### config.mk
export PLATFORM = sky130hd
export DESIGN_NAME = fp_result_queue
export DESIGN_NICKNAME = d
export VERILOG_FILES = /design/src/rtl/fp_result_queue.sv
export SDC_FILE = /design/constraint.sdc
export NUM_CORES = 1
export LEC_CHECK = 0
export CORE_ASPECT_RATIO = 1.1
export CORE_MARGIN = 2
export CORE_UTILIZATION = 27
export DETAILED_ROUTE_END_ITERATION = 8
export GPL_TIMING_DRIVEN = 0
export MAX_ROUTING_LAYER = met4
export PLACE_DENSITY = 0.43
export SLEW_MARGIN = 40
export SYNTH_ARGS = -nofsm -noshare
export SYNTH_HDL_FRONTEND = slang
export SYNTH_SLANG_ARGS = --single-unit
### constraint.sdc
create_clock -name clk -period 3.42 [get_ports clk]
set_clock_uncertainty 0.15 [all_clocks]
set_input_delay 0.342 -clock clk [delete_from_list [all_inputs] [get_ports clk]]
set_output_delay 0.342 -clock clk [all_outputs]
set_load 0.02 [all_outputs]
### src/rtl/fp_result_queue.sv
// Writeback FIFO behind the fp multiplier: queues result/flags/mode entries,
// and keeps sticky exception flags, a saturating inexact counter and an irq.
module fp_result_queue #(
  parameter int DEPTH = 4
) (
  input  logic                      clk,
  input  logic                      rst,
  input  logic                      in_valid,
  output logic                      in_ready,
  input  logic [31:0]               in_result,
  input  logic [4:0]                in_flags,
  input  logic                      in_mode_fp,
  output logic                      out_valid,
  input  logic                      out_ready,
  output logic [31:0]               out_result,
  output logic [4:0]                out_flags,
  output logic                      out_mode_fp,
  output logic [$clog2(DEPTH):0]    count,
  input  logic                      flag_clr,
  input  logic [4:0]                flag_en,
  output logic [4:0]                acc_flags,
  output logic [15:0]               inexact_cnt,
  output logic                      irq
);

  localparam int AW = $clog2(DEPTH);
  localparam logic [AW:0] FULL_CNT = (AW+1)'(DEPTH);
  localparam logic [4:0] ACC_MASK = 5'b11101;

  logic [37:0]   mem_q [DEPTH];
  logic [AW-1:0] wp_q, wp_d, rp_q, rp_d;
  logic [AW:0]   count_q, count_d;
  logic [4:0]    acc_q, acc_d;
  logic [15:0]   inexact_q, inexact_d;
  logic          irq_q, irq_d;
  logic          push, pop;
  logic [31:0]   store_result;
  logic [37:0]   head;

  assign in_ready  = !rst && (count_q != FULL_CNT);
  assign out_valid = (count_q != '0);
  assign push      = in_valid && in_ready;
  assign pop       = out_valid && out_ready;

  // fp16 results only carry meaningful data in the low half
  assign store_result = in_mode_fp ? in_result : {16'h0000, in_result[15:0]};

  always_ff @(posedge clk) begin
    if (push) begin
      mem_q[wp_q] <= {in_mode_fp, in_flags, store_result};
    end
  end

  assign head        = mem_q[rp_q];
  assign out_result  = out_valid ? head[31:0]  : 32'h0;
  assign out_flags   = out_valid ? head[36:32] : 5'h0;
  assign out_mode_fp = out_valid ? head[37]    : 1'b0;

  always_comb begin
    wp_d      = wp_q;
    rp_d      = rp_q;
    count_d   = count_q;
    acc_d     = acc_q;
    inexact_d = inexact_q;
    irq_d     = |(acc_q & flag_en);
    if (push) wp_d = wp_q + 1'b1;
    if (pop)  rp_d = rp_q + 1'b1;
    case ({push, pop})
      2'b10:   count_d = count_q + 1'b1;
      2'b01:   count_d = count_q - 1'b1;
      default: count_d = count_q;
    endcase
    // a clear coinciding with a push keeps the new event
    if (flag_clr) begin
      acc_d = push ? (in_flags & ACC_MASK) : 5'h0;
    end else if (push) begin
      acc_d = acc_q | (in_flags & ACC_MASK);
    end
    if (push && in_flags[0] && (inexact_q != 16'hFFFF)) begin
      inexact_d = inexact_q + 16'd1;
    end
  end

  always_ff @(posedge clk) begin
    if (rst) begin
      wp_q      <= '0;
      rp_q      <= '0;
      count_q   <= '0;
      acc_q     <= '0;
      inexact_q <= '0;
      irq_q     <= 1'b0;
    end else begin
      wp_q      <= wp_d;
      rp_q      <= rp_d;
      count_q   <= count_d;
      acc_q     <= acc_d;
      inexact_q <= inexact_d;
      irq_q     <= irq_d;
    end
  end

  assign count       = count_q;
  assign acc_flags   = acc_q;
  assign inexact_cnt = inexact_q;
  assign irq         = irq_q;

endmodule

# After elaboration in Yosys (flattened, before gate mapping)
# Memory sizes are Yosys's and may differ from the RTL's. A register that Yosys moved wholly into a read port is not among the register bits.
# Index checks and enable logic that the tools add are counted.
# word_totals
ram_bits	152
wordCells	40
out_inout_bits	65
register_bits	29
memories	1
in_bits	48
# op_classes
bitwise	2
n_addsub	5
n_reduce_logical	10
muxes	12
n_eq_ne	4
# mem_list
memory	words	word_bits	rd	rd_clocked_by_memory_dff	write_ports	line_no	source
mem_q	4	38	1	1	1	30	logic [37:0] mem_q [DEPTH];
# ops
cell	count
$mux W32	2
$mux W5	4
$add A16 B1 Y16 const B	1
$ne A16 B16 Y1 const B	1
$pmux W3 S2	1
$and A5 B5 Y5	1
$logic_and A1 B1 Y1	5
$or A5 B5 Y5	1
$reduce_or A5 Y1	1
$add A2 B1 Y2 const B	2
$mux W2	2
$reduce_bool A2 Y1	2
$add A3 B1 Y3 const B	1
$mux W1	3
$ne A3 B3 Y1 const B	1
$reduce_bool A3 Y1	1
$sub A3 B1 Y3 const B	1
$eq A2 B1 Y1 const B	1
$eq A2 B2 Y1 const B	1
$logic_not A1 Y1	1

# Logic depth before layout (Yosys ltp)
# Gate-level depths: netlist of the first run.
# depth
ltp_word	5
mapped_depth	11
depth_no_buf	9

# Least setup slack after synthesis of the first run
# No wires, ideal clock.
# synth_path
kind	reg2reg
start	register count_q[2] (netlist: count[2])
end	register count_q[2] (netlist: count[2])
path_buffers	1
arrival_ns	2.493
t_required_ns	3.199
period_less_slack_ns	2.714
setup_time_ns	0.071
path_stages_with_launch	11
path_slack_ns	0.706
cell_sequence	dfxtp_1 > or3b_4 > and3_1 > clkbuf_1 > inv_1 > ha_1 > inv_1 > fa_1 > xor2_1 > or3_1 > a21oi_1
# synth_between
elab_chain_cells	5
word_cells_on_any_way	11
cone_classes	add/sub: 2; eq/ne: 3; mux: 1; reduce/logical: 5
# synth_lines
item	line_no	source
start: declaration	32	logic [AW:0] count_q, count_d;
start signal: assignment	95	count_q <= count_d;
$ne A3 B3 Y1	40	assign in_ready = !rst && (count_q != FULL_CNT);
$logic_and A1 B1 Y1	40	
$logic_and A1 B1 Y1	42	assign push = in_valid && in_ready;
$eq A2 B1 Y1 / $eq A2 B2 Y1 (equally long branches)	68	case ({push, pop})
$pmux W3 S2 / $reduce_bool A2 Y1 (equally long branches)	n/a	
# Parallel ways exist; a longest one is shown, timed or not.
# A chain may end at the register's enable or synchronous reset.

==> flow_metrics.env, run 1 <==
export IMPL_status="finished, final reports clean"
export IMPL_tritoncts="yes"
export IMPL_track_usage_pct=12.51
export IMPL_ff2ff_path_depth=10
export IMPL_grt_max_degree=29
export IMPL_hp_class="flip-flop to flip-flop"
export IMPL_ys_top_cells_by_area="edfxtp_1 (62%), mux4_2 (12%), dfxtp_1 (8.1%), and2_1 (5.1%), a21oi_1 (1.2%)"
export IMPL_synthCells=434
export IMPL_critPathKind="flip-flop to output port"
export IMPL_clock_latency_ps=430
export IMPL_clkTransAtPathRegs_ps=80
export IMPL_synth_edf_count=152
export IMPL_power_total_uw=6490
export IMPL_gp_congestion=0.7753
export IMPL_worst_pin_slew_ps=731.2
export IMPL_hold_viol=0
export IMPL_fp_row_count=63
export IMPL_grt_pass1_vias=4461
export IMPL_fmax_ghz=0.3076
export IMPL_clockRootBuffer="clkbuf_16"
export IMPL_grt_pass1_wl_mm=25.85
export IMPL_hold_buffers=0
export IMPL_wl_per_cell_um=18.03
export IMPL_core_um2=26960
export IMPL_drtPass1Iterations=4
export IMPL_place_area_um2=9026
export IMPL_cts_resized=0
export IMPL_critPathCaptureType="output port"
export IMPL_die_h_um=177.5
export IMPL_required_ps=2930
export IMPL_synth_async_reset_ratio_pct=0
export IMPL_critPathArrivalTime_ps=2760
export IMPL_syn_nets=489
export IMPL_io_buffers=110
export IMPL_avgSynthCellArea_um2=17.02
export IMPL_rsz0062_at_grt="false"
export IMPL_die_w_um=161.7
export IMPL_ant_nets=0
export IMPL_hold_path_depth=2
export IMPL_ir_drop_mv=0.2589
export IMPL_postLayoutCellArea_um2=9614
export IMPL_area_delta_synth_final_pct=30.13
export IMPL_fin_nets=622
export IMPL_dieArea_um2=28710
export IMPL_clockBufferDepth=2
export IMPL_synth_warnings=0
export IMPL_p_leak_uw=0.003045
export IMPL_via_per_inst=4.574
export IMPL_crit_fanout=10
export IMPL_num_antenna_cells=0
export IMPL_syn_area_um2=7388
export IMPL_power_density_nw_per_um2=675.0
export IMPL_period_share_pct=95.04
export IMPL_drc=0
export IMPL_final_max_slew_viol_count=0
export IMPL_final_min_clock_period_ps=3250
export IMPL_cts_sinks=182
export IMPL_antenna_found_initial=0
export IMPL_synth_cell_types=49
export IMPL_hold_slack_ps=357.1
export IMPL_start_util_pct=27.41
export IMPL_fin_util_pct=35.66
export IMPL_post_cts_setup_buffers=0
export IMPL_overflow=0
export IMPL_ys_ff_latch=182
export IMPL_synth_top_area_share_pct=61.78
export IMPL_drv_cap=0
export IMPL_ys_flop_type="edfxtp_1"
export IMPL_cts_made_buffers=17
export IMPL_drt_iter0_drc=230
export IMPL_seq_area_frac_synth_pct=69.91
export IMPL_yosysTopAreaCell="edfxtp_1"
export IMPL_start_kind="flip-flop"
export IMPL_setup_viol=0
export IMPL_drt_wl_total_mm=16.87
export IMPL_vias=4281
export IMPL_dp_hpwl_mm=11.17
export IMPL_fill_cells=2613
export IMPL_slew_headroom_pct=51.25
export IMPL_drive_gt1_share_pct=16.41
export IMPL_num_io_pins=113
export IMPL_htree_num_levels=4
path summary, 6_finish.rpt:
path	to	startpoint	slack [ps]
worst max-delay path	out_result[28]	flip-flop	170
worst min-delay path	acc_flags[0]	acc_flags[0]	360
worst max register to register	count[2]	count[2]	570
worst min register to register	acc_flags[0]	acc_flags[0]	360
area by class of cell:
cell class	instances	area (um^2)	area share, %
buffer	25	128.9	1.340
clock buffer	17	425.4	4.425
clock inverter	14	162.7	1.692
inverter	9	33.78	0.3514
multi-input combinational	218	2071	21.54
sequential	182	5165	53.72
tap	357	446.7	4.646
timing repair buffer	114	1181	12.29
kinds of logic (layout without fill, tap and decap cells):
family	Yosys count	in the layout	share of synthesized area [%]
DFF	182	182	69.91
and+or+nand+nor	126	126	10.82
AOI/OAI and AO/OA	40	40	3.404
muxes	39	39	11.74
buffers and inverters	34	179	2.201
adders and majority gates	7	7	1.287
xor gates and xnor gates	5	5	0.5928
other	1	1	0.05076
sequential cells by signal (all words and copies together) (netlist names), named ones only:
register	flops
wp_q	2
inexact_cnt	16
rp_q	2
acc_flags	4
mem_q	152
irq	1
count	3
routing by layer:
metal,share of wire [%],GRT usage (%)
met1,45,15.23
met2,50,21.08
met3,3.6,2.734
met4,0.93,3.540
met5,0,-
worst max-delay path, stage by stage (launching register included):
cell	delay [ps]
dfxtp_1	320
buf_2	280
buf_1	580
mux4_2	410
and2_1	170
clkdlybuf4s50_1	580
Yosys cell counts (4+ instances only):
| cell | instances |
|---|---|
| nand4_1 | 6 |
| a21oi_1 | 17 |
| dfxtp_1 | 30 |
| and2_1 | 60 |
| or4_1 | 8 |
| nand2_1 | 7 |
| and4_1 | 4 |
| buf_2 | 7 |
| nor2_1 | 10 |
| ha_1 | 6 |
| nor2b_1 | 4 |
| inv_1 | 9 |
| clkbuf_1 | 10 |
| mux4_2 | 38 |
| edfxtp_1 | 152 |
| nand3_1 | 6 |
| o31ai_1 | 9 |
| or3_1 | 4 |
per-stage QoR:
| step | worst slack [ps] | cells | TNS, ps |
|---|---|---|---|
| 6_report | 169.5 | 936 | 0 |
| 5_1_grt | 7.970 | 936 | 0 |
| 4_1_cts | 71.94 | 936 | 0 |
| 3_5_place_dp | -45.99 | 905 | -45.99 |
| 3_3_place_gp | -929.9 | 901 | -139910 |
| 2_1_floorplan | 706.0 | 434 | 0 |
report_power, final:
| part | switching, uW | internal [uW] | total [uW] | leakage, uW |
|---|---|---|---|---|
| Combinational | 1020 | 971 | 1990 | 0.00113 |
| Sequential | 43.7 | 2520 | 2560 | 0.00163 |
| Clock | 895 | 1040 | 1930 | 0.000280 |
placed cells by master (no fill, tap or decap), types with 3 or more instances in the layout:
master | netlist | layout
a21oi_1 | 17 | 17
and2_1 | 60 | 56
and2_4 | 0 | 4
and3_1 | 3 | 3
and4_1 | 4 | 4
buf_1 | 3 | 3
buf_12 | 0 | 4
buf_2 | 7 | 7
buf_4 | 3 | 3
clkbuf_1 | 10 | 10
clkbuf_16 | 0 | 17
clkdlybuf4s50_1 | 0 | 110
clkinvlp_4 | 0 | 3
dfxtp_1 | 30 | 30
edfxtp_1 | 152 | 152
ha_1 | 6 | 6
inv_1 | 9 | 9
inv_8 | 0 | 6
mux4_2 | 38 | 38
nand2_1 | 7 | 7
nand3_1 | 6 | 6
nand4_1 | 6 | 6
nor2_1 | 10 | 10
nor2b_1 | 4 | 4
o31ai_1 | 9 | 9
or3_1 | 4 | 4
or4_1 | 8 | 8
xor2_1 | 3 | 3
(Power assumes the default switching activity.)
==> inputs of run 2 (changes only) <==
Settings changed: REMOVE_ABC_BUFFERS set to 1.
==> flow_metrics.env, run 2 (synthesis gave the netlist of run 1 again) <==
export IMPL_drtPass1Iterations=4
export IMPL_grt_max_degree=42
export IMPL_crit_family="buffers and inverters"
export IMPL_vias=4139
export IMPL_clock_latency_ps=420
export IMPL_drive_gt1_share_pct=16.34
export IMPL_worst_slack_ps=295.4
export IMPL_power_total_uw=6378
export IMPL_num_antenna_cells=0
export IMPL_start_kind="flip-flop"
export IMPL_cpPeakStageDelay_ps=640
export IMPL_cts_sinks=182
export IMPL_ir_drop_mv=0.5847
export IMPL_grt_met3_usage_pct=3.108
export IMPL_fin_nets=600
export IMPL_wl_per_cell_um=17.98
export IMPL_fp_row_count=63
export IMPL_antenna_found_initial=0
export IMPL_required_ps=2930
export IMPL_drt_wl_total_mm=16.44
export IMPL_track_usage_pct=12.16
export IMPL_clockRootBuffer="clkbuf_16"
export IMPL_core_um2=26960
export IMPL_die_h_um=177.5
export IMPL_swShare_pct=30.16
export IMPL_drc=0
export IMPL_hold_slack_ps=244.6
export IMPL_via_per_inst=4.528
export IMPL_largest_register_ffs=152
export IMPL_die_w_um=161.7
export IMPL_fin_util_pct=35.32
export IMPL_clockBufferDepth=2
export IMPL_overflow=0
export IMPL_clkTransAtPathRegs_ps=70
export IMPL_clkPwrFrac_pct=29.0
export IMPL_place_area_um2=8961
export IMPL_postLayoutCellArea_um2=9520
export IMPL_setup_viol=0
export IMPL_hp_class="input pin to flip-flop"
export IMPL_fmax_ghz=0.3200
export IMPL_p_int_uw=4454
export IMPL_final_min_clock_period_ps=3125
export IMPL_grt_busiest_layer="met2"
export IMPL_rsz0062_at_grt="false"
export IMPL_cts_made_buffers=17
export IMPL_num_io_pins=113
export IMPL_htree_num_levels=4
export IMPL_period_share_pct=91.36
export IMPL_layout_commonest_cell="edfxtp_1"
export IMPL_fill_cells=2598
export IMPL_io_buffers=110
export IMPL_critPathKind="flip-flop to output port"
export IMPL_p_leak_uw=0.002998
export IMPL_crit_buf_inv=2
export IMPL_top_register="mem_q"
export IMPL_p_comb_share_pct=29.6
export IMPL_critPathArrivalTime_ps=2630
export IMPL_hold_buffers=0
export IMPL_grt_pass1_vias=4461
export IMPL_tritoncts="yes"
export IMPL_status="finished, final reports clean"
export IMPL_gp_congestion=0.8003
export IMPL_drv_cap=0
export IMPL_critPathCaptureType="output port"
export IMPL_dieArea_um2=28710
export IMPL_final_max_slew_viol_count=0
export IMPL_ant_nets=0
export IMPL_seq_power_share_pct=41.5
export IMPL_slowest_stage="dfxtp_4"
export IMPL_pre_cts_ws_ps=459.5
export IMPL_worst_pin_slew_ps=584.4
export IMPL_dp_hpwl_mm=10.29
export IMPL_drt_iter0_drc=178
export IMPL_power_density_nw_per_um2=669.9
export IMPL_use_met1_pct=14.24
export IMPL_grt_pass1_wl_mm=25.21
export IMPL_slew_headroom_pct=61.04
export IMPL_crit_fanout=21
export IMPL_area_delta_synth_final_pct=28.86
export IMPL_cp_cell_sequence="buf_12 -> mux4_2 -> and2_1 -> clkdlybuf4s50_1"
export IMPL_grt_util_met2_pct=21.10
export IMPL_mostFrequentLayoutCells="edfxtp_1 (152), clkdlybuf4s50_1 (108), and2_1 (56), mux4_2 (38), dfxtp_1 (28)"
export IMPL_cts_resized=0
export IMPL_start_util_pct=27.41
export IMPL_hold_viol=0
export IMPL_post_cts_setup_buffers=0
export IMPL_switchingPower_uw=1924
-- run 2: cell types whose count changed in the layout (fill, tap and decap cells not counted), sizes merged --
cell	previous run	this run
clkinv	3	6
clkinvlp	3	2
buf	19	9
inv	16	15
clkdlybuf4s50	110	108
bufinv	1	0
clkbuf	27	17
-- run 2: metal layers --
layer	vias up	part of all wire, %
li1	1920	-
met1	2118	44
met2	95	52
met3	6	3.5
met4	0	0.77
met5	-	0
-- run 2: cell type report --
class / count / area [um^2] / share of cell area, %
Timing Repair Buffer: 117 / 1219 / 12.80
Tap cell: 357 / 446.7 / 4.692
Multi-Input combinational cell: 218 / 2085 / 21.90
Inverter: 9 / 33.78 / 0.3548
Sequential cell: 182 / 5172 / 54.33
Clock inverter: 14 / 138.9 / 1.459
Clock buffer: 17 / 425.4 / 4.468
-- run 2: power by group through the flow --
stage	combinational (uW)	sequential [uW]	clock, uW
2_1_floorplan	995	2730	0
3_3_place_gp	1820	2800	0
3_5_place_dp	1940	2700	0
4_1_cts	1950	2660	1910
5_1_grt	2040	2670	2000
6_report	1890	2640	1850
-- run 2: worst paths after layout --
check	start	to	slack [ps]	depth (start not counted)
setup / recovery	flip-flop	out_result[24]	300	4
hold / removal	in_mode_fp	mem_q[1][37]	240	1
setup reg to reg	count[2]	count[2]	650	9
hold reg to reg	acc_flags[0]	acc_flags[0]	360	2
-- run 2: stage by stage --
step	cells	TNS (ps)
floorplan	409	0
finish	914	0
global placement	876	-243220
global route	914	0
CTS	914	0
detailed placement	883	0
==> inputs of run 3 (changes only) <==
Settings changed: CORE_UTILIZATION 27 to 54, GPL_ROUTABILITY_DRIVEN set to 0, PLACE_DENSITY 0.43 to 0.77.
==> flow_metrics.env, run 3 (synthesis gave the netlist of run 1 again) <==
export IMPL_drv_cap=0
export IMPL_worst_pin_slew_ps=718.5
export IMPL_drt_iter0_drc=439
export IMPL_io_buffers=110
export IMPL_multi_input_area_um2=2081
export IMPL_drc=0
export IMPL_grt_pass1_wl_mm=22.67
export IMPL_clkPwrFrac_pct=30.9
export IMPL_clockBufferDepth=2
export IMPL_drt_wl_total_mm=14.40
export IMPL_track_usage_pct=21.52
export IMPL_p_int_uw=4706
export IMPL_post_cts_setup_buffers=0
export IMPL_antenna_found_initial=0
export IMPL_fin_nets=600
export IMPL_ir_drop_mv=0.3084
export IMPL_worstReg2RegStart="count[0]"
export IMPL_postLayoutCellArea_um2=9355
export IMPL_critPathArrivalTime_ps=2540
export IMPL_slowest_stage="dfxtp_4"
export IMPL_dieArea_um2=14630
export IMPL_required_ps=2930
export IMPL_wl_per_cell_um=19.41
export IMPL_hold_viol=0
export IMPL_setup_viol=0
export IMPL_period_share_pct=88.79
export IMPL_fill_cells=852
export IMPL_fp_row_count=44
export IMPL_p_leak_uw=0.003023
export IMPL_die_w_um=115.5
export IMPL_die_h_um=126.7
export IMPL_cpPeakStageDelay_ps=580
export IMPL_vias=4218
export IMPL_fmax_ghz=0.3293
export IMPL_status="finished, final reports clean"
export IMPL_overflow=0
export IMPL_setup_tns_ps=0
export IMPL_hold_buffers=0
export IMPL_grt_max_degree=42
export IMPL_drtPass1Iterations=5
export IMPL_min_from="rst"
export IMPL_top_register="mem_q"
export IMPL_power_density_nw_per_um2=694.3
export IMPL_swShare_pct=27.54
export IMPL_clockRootBuffer="clkbuf_16"
export IMPL_clkTransAtPathRegs_ps=60
export IMPL_critPathKind="flip-flop to output port"
export IMPL_layout_commonest_cell="edfxtp_1"
export IMPL_crit_fanout=23
export IMPL_start_util_pct=55.69
export IMPL_clock_latency_ps=430
export IMPL_rsz0062_at_grt="false"
export IMPL_drive_gt1_share_pct=15.77
export IMPL_place_area_um2=8733
export IMPL_largest_register_ffs=152
export IMPL_start_kind="flip-flop"
export IMPL_area_delta_synth_final_pct=26.62
export IMPL_cts_sinks=182
export IMPL_crit_family="buffers and inverters"
export IMPL_seq_power_share_pct=40.5
export IMPL_final_max_slew_viol_count=0
export IMPL_crit_buf_inv=2
export IMPL_p_comb_share_pct=28.6
export IMPL_ant_nets=0
export IMPL_dp_hpwl_mm=8.854
export IMPL_tritoncts="yes"
export IMPL_cts_resized=0
export IMPL_hp_class="input pin to flip-flop"
export IMPL_cp_cell_sequence="buf_12 -> mux4_2 -> and2_1 -> clkdlybuf4s50_1"
export IMPL_grt_pass1_vias=4452
export IMPL_final_min_clock_period_ps=3036
export IMPL_switchingPower_uw=1789
export IMPL_cts_made_buffers=17
export IMPL_mostFrequentLayoutCells="edfxtp_1 (152), clkdlybuf4s50_1 (109), and2_1 (56), mux4_2 (38), dfxtp_1 (28)"
export IMPL_critPathCaptureType="output port"
export IMPL_htree_num_levels=4
export IMPL_seqCellArea_um2=5172
export IMPL_via_per_inst=5.685
export IMPL_num_io_pins=113
export IMPL_slew_headroom_pct=52.10
export IMPL_core_um2=13270
export IMPL_num_antenna_cells=0
## run 3: cell type report
class | instances | share of cell area [%]
timing repair buffer | 117 | 13.12
clock inverter | 14 | 1.939
clock buffer | 18 | 4.587
sequential | 182 | 55.29
multi-input combinational | 218 | 22.24
tap | 184 | 2.461
inverter | 9 | 0.3611
## run 3: power groups by stage
stage | clock network [uW] | logic, uW | registers, uW
5_1_grt | 2120 | 1980 | 2650
3_5_place_dp | 0 | 1880 | 2680
4_1_cts | 2030 | 1890 | 2640
6_report | 2000 | 1860 | 2630
3_3_place_gp | 0 | 1750 | 2770
2_1_floorplan | 0 | 995 | 2730
## run 3: through the flow
stage               utilization [%]  hold slack [ps]  setup WS (ps)  std cells  power (uW)
finish                        70.51            220.0          383.5        742        6495
CTS                           70.43            209.8          330.5        741        6558
global placement              64.75            339.3         -855.9        703        4522
detailed placement            65.82            342.2          537.0        709        4563
global route                  70.51            224.2          241.5        742        6757
floorplan                         -            261.1          375.4        409        3728
## run 3: routing by layer
layer | GRT usage (%) | vias up | share of wire (%)
met2 | 35.40 | 137 | 52
met5 | - | - | 0
li1 | - | 1924 | -
met3 | 6.498 | 16 | 5.7
met4 | 6.237 | 0 | 1.1
met1 | 25.79 | 2141 | 41
## run 3: final timing paths
| check | endpoint | slack, ps | depth (start not counted) |
|---|---|---|---|
| setup reg to reg | count[2] | 620 | 8 |
| hold reg to reg | acc_flags[0] | 350 | 2 |
| setup / recovery | out_result[7] | 380 | 4 |
| hold / removal | count[0] | 220 | 2 |
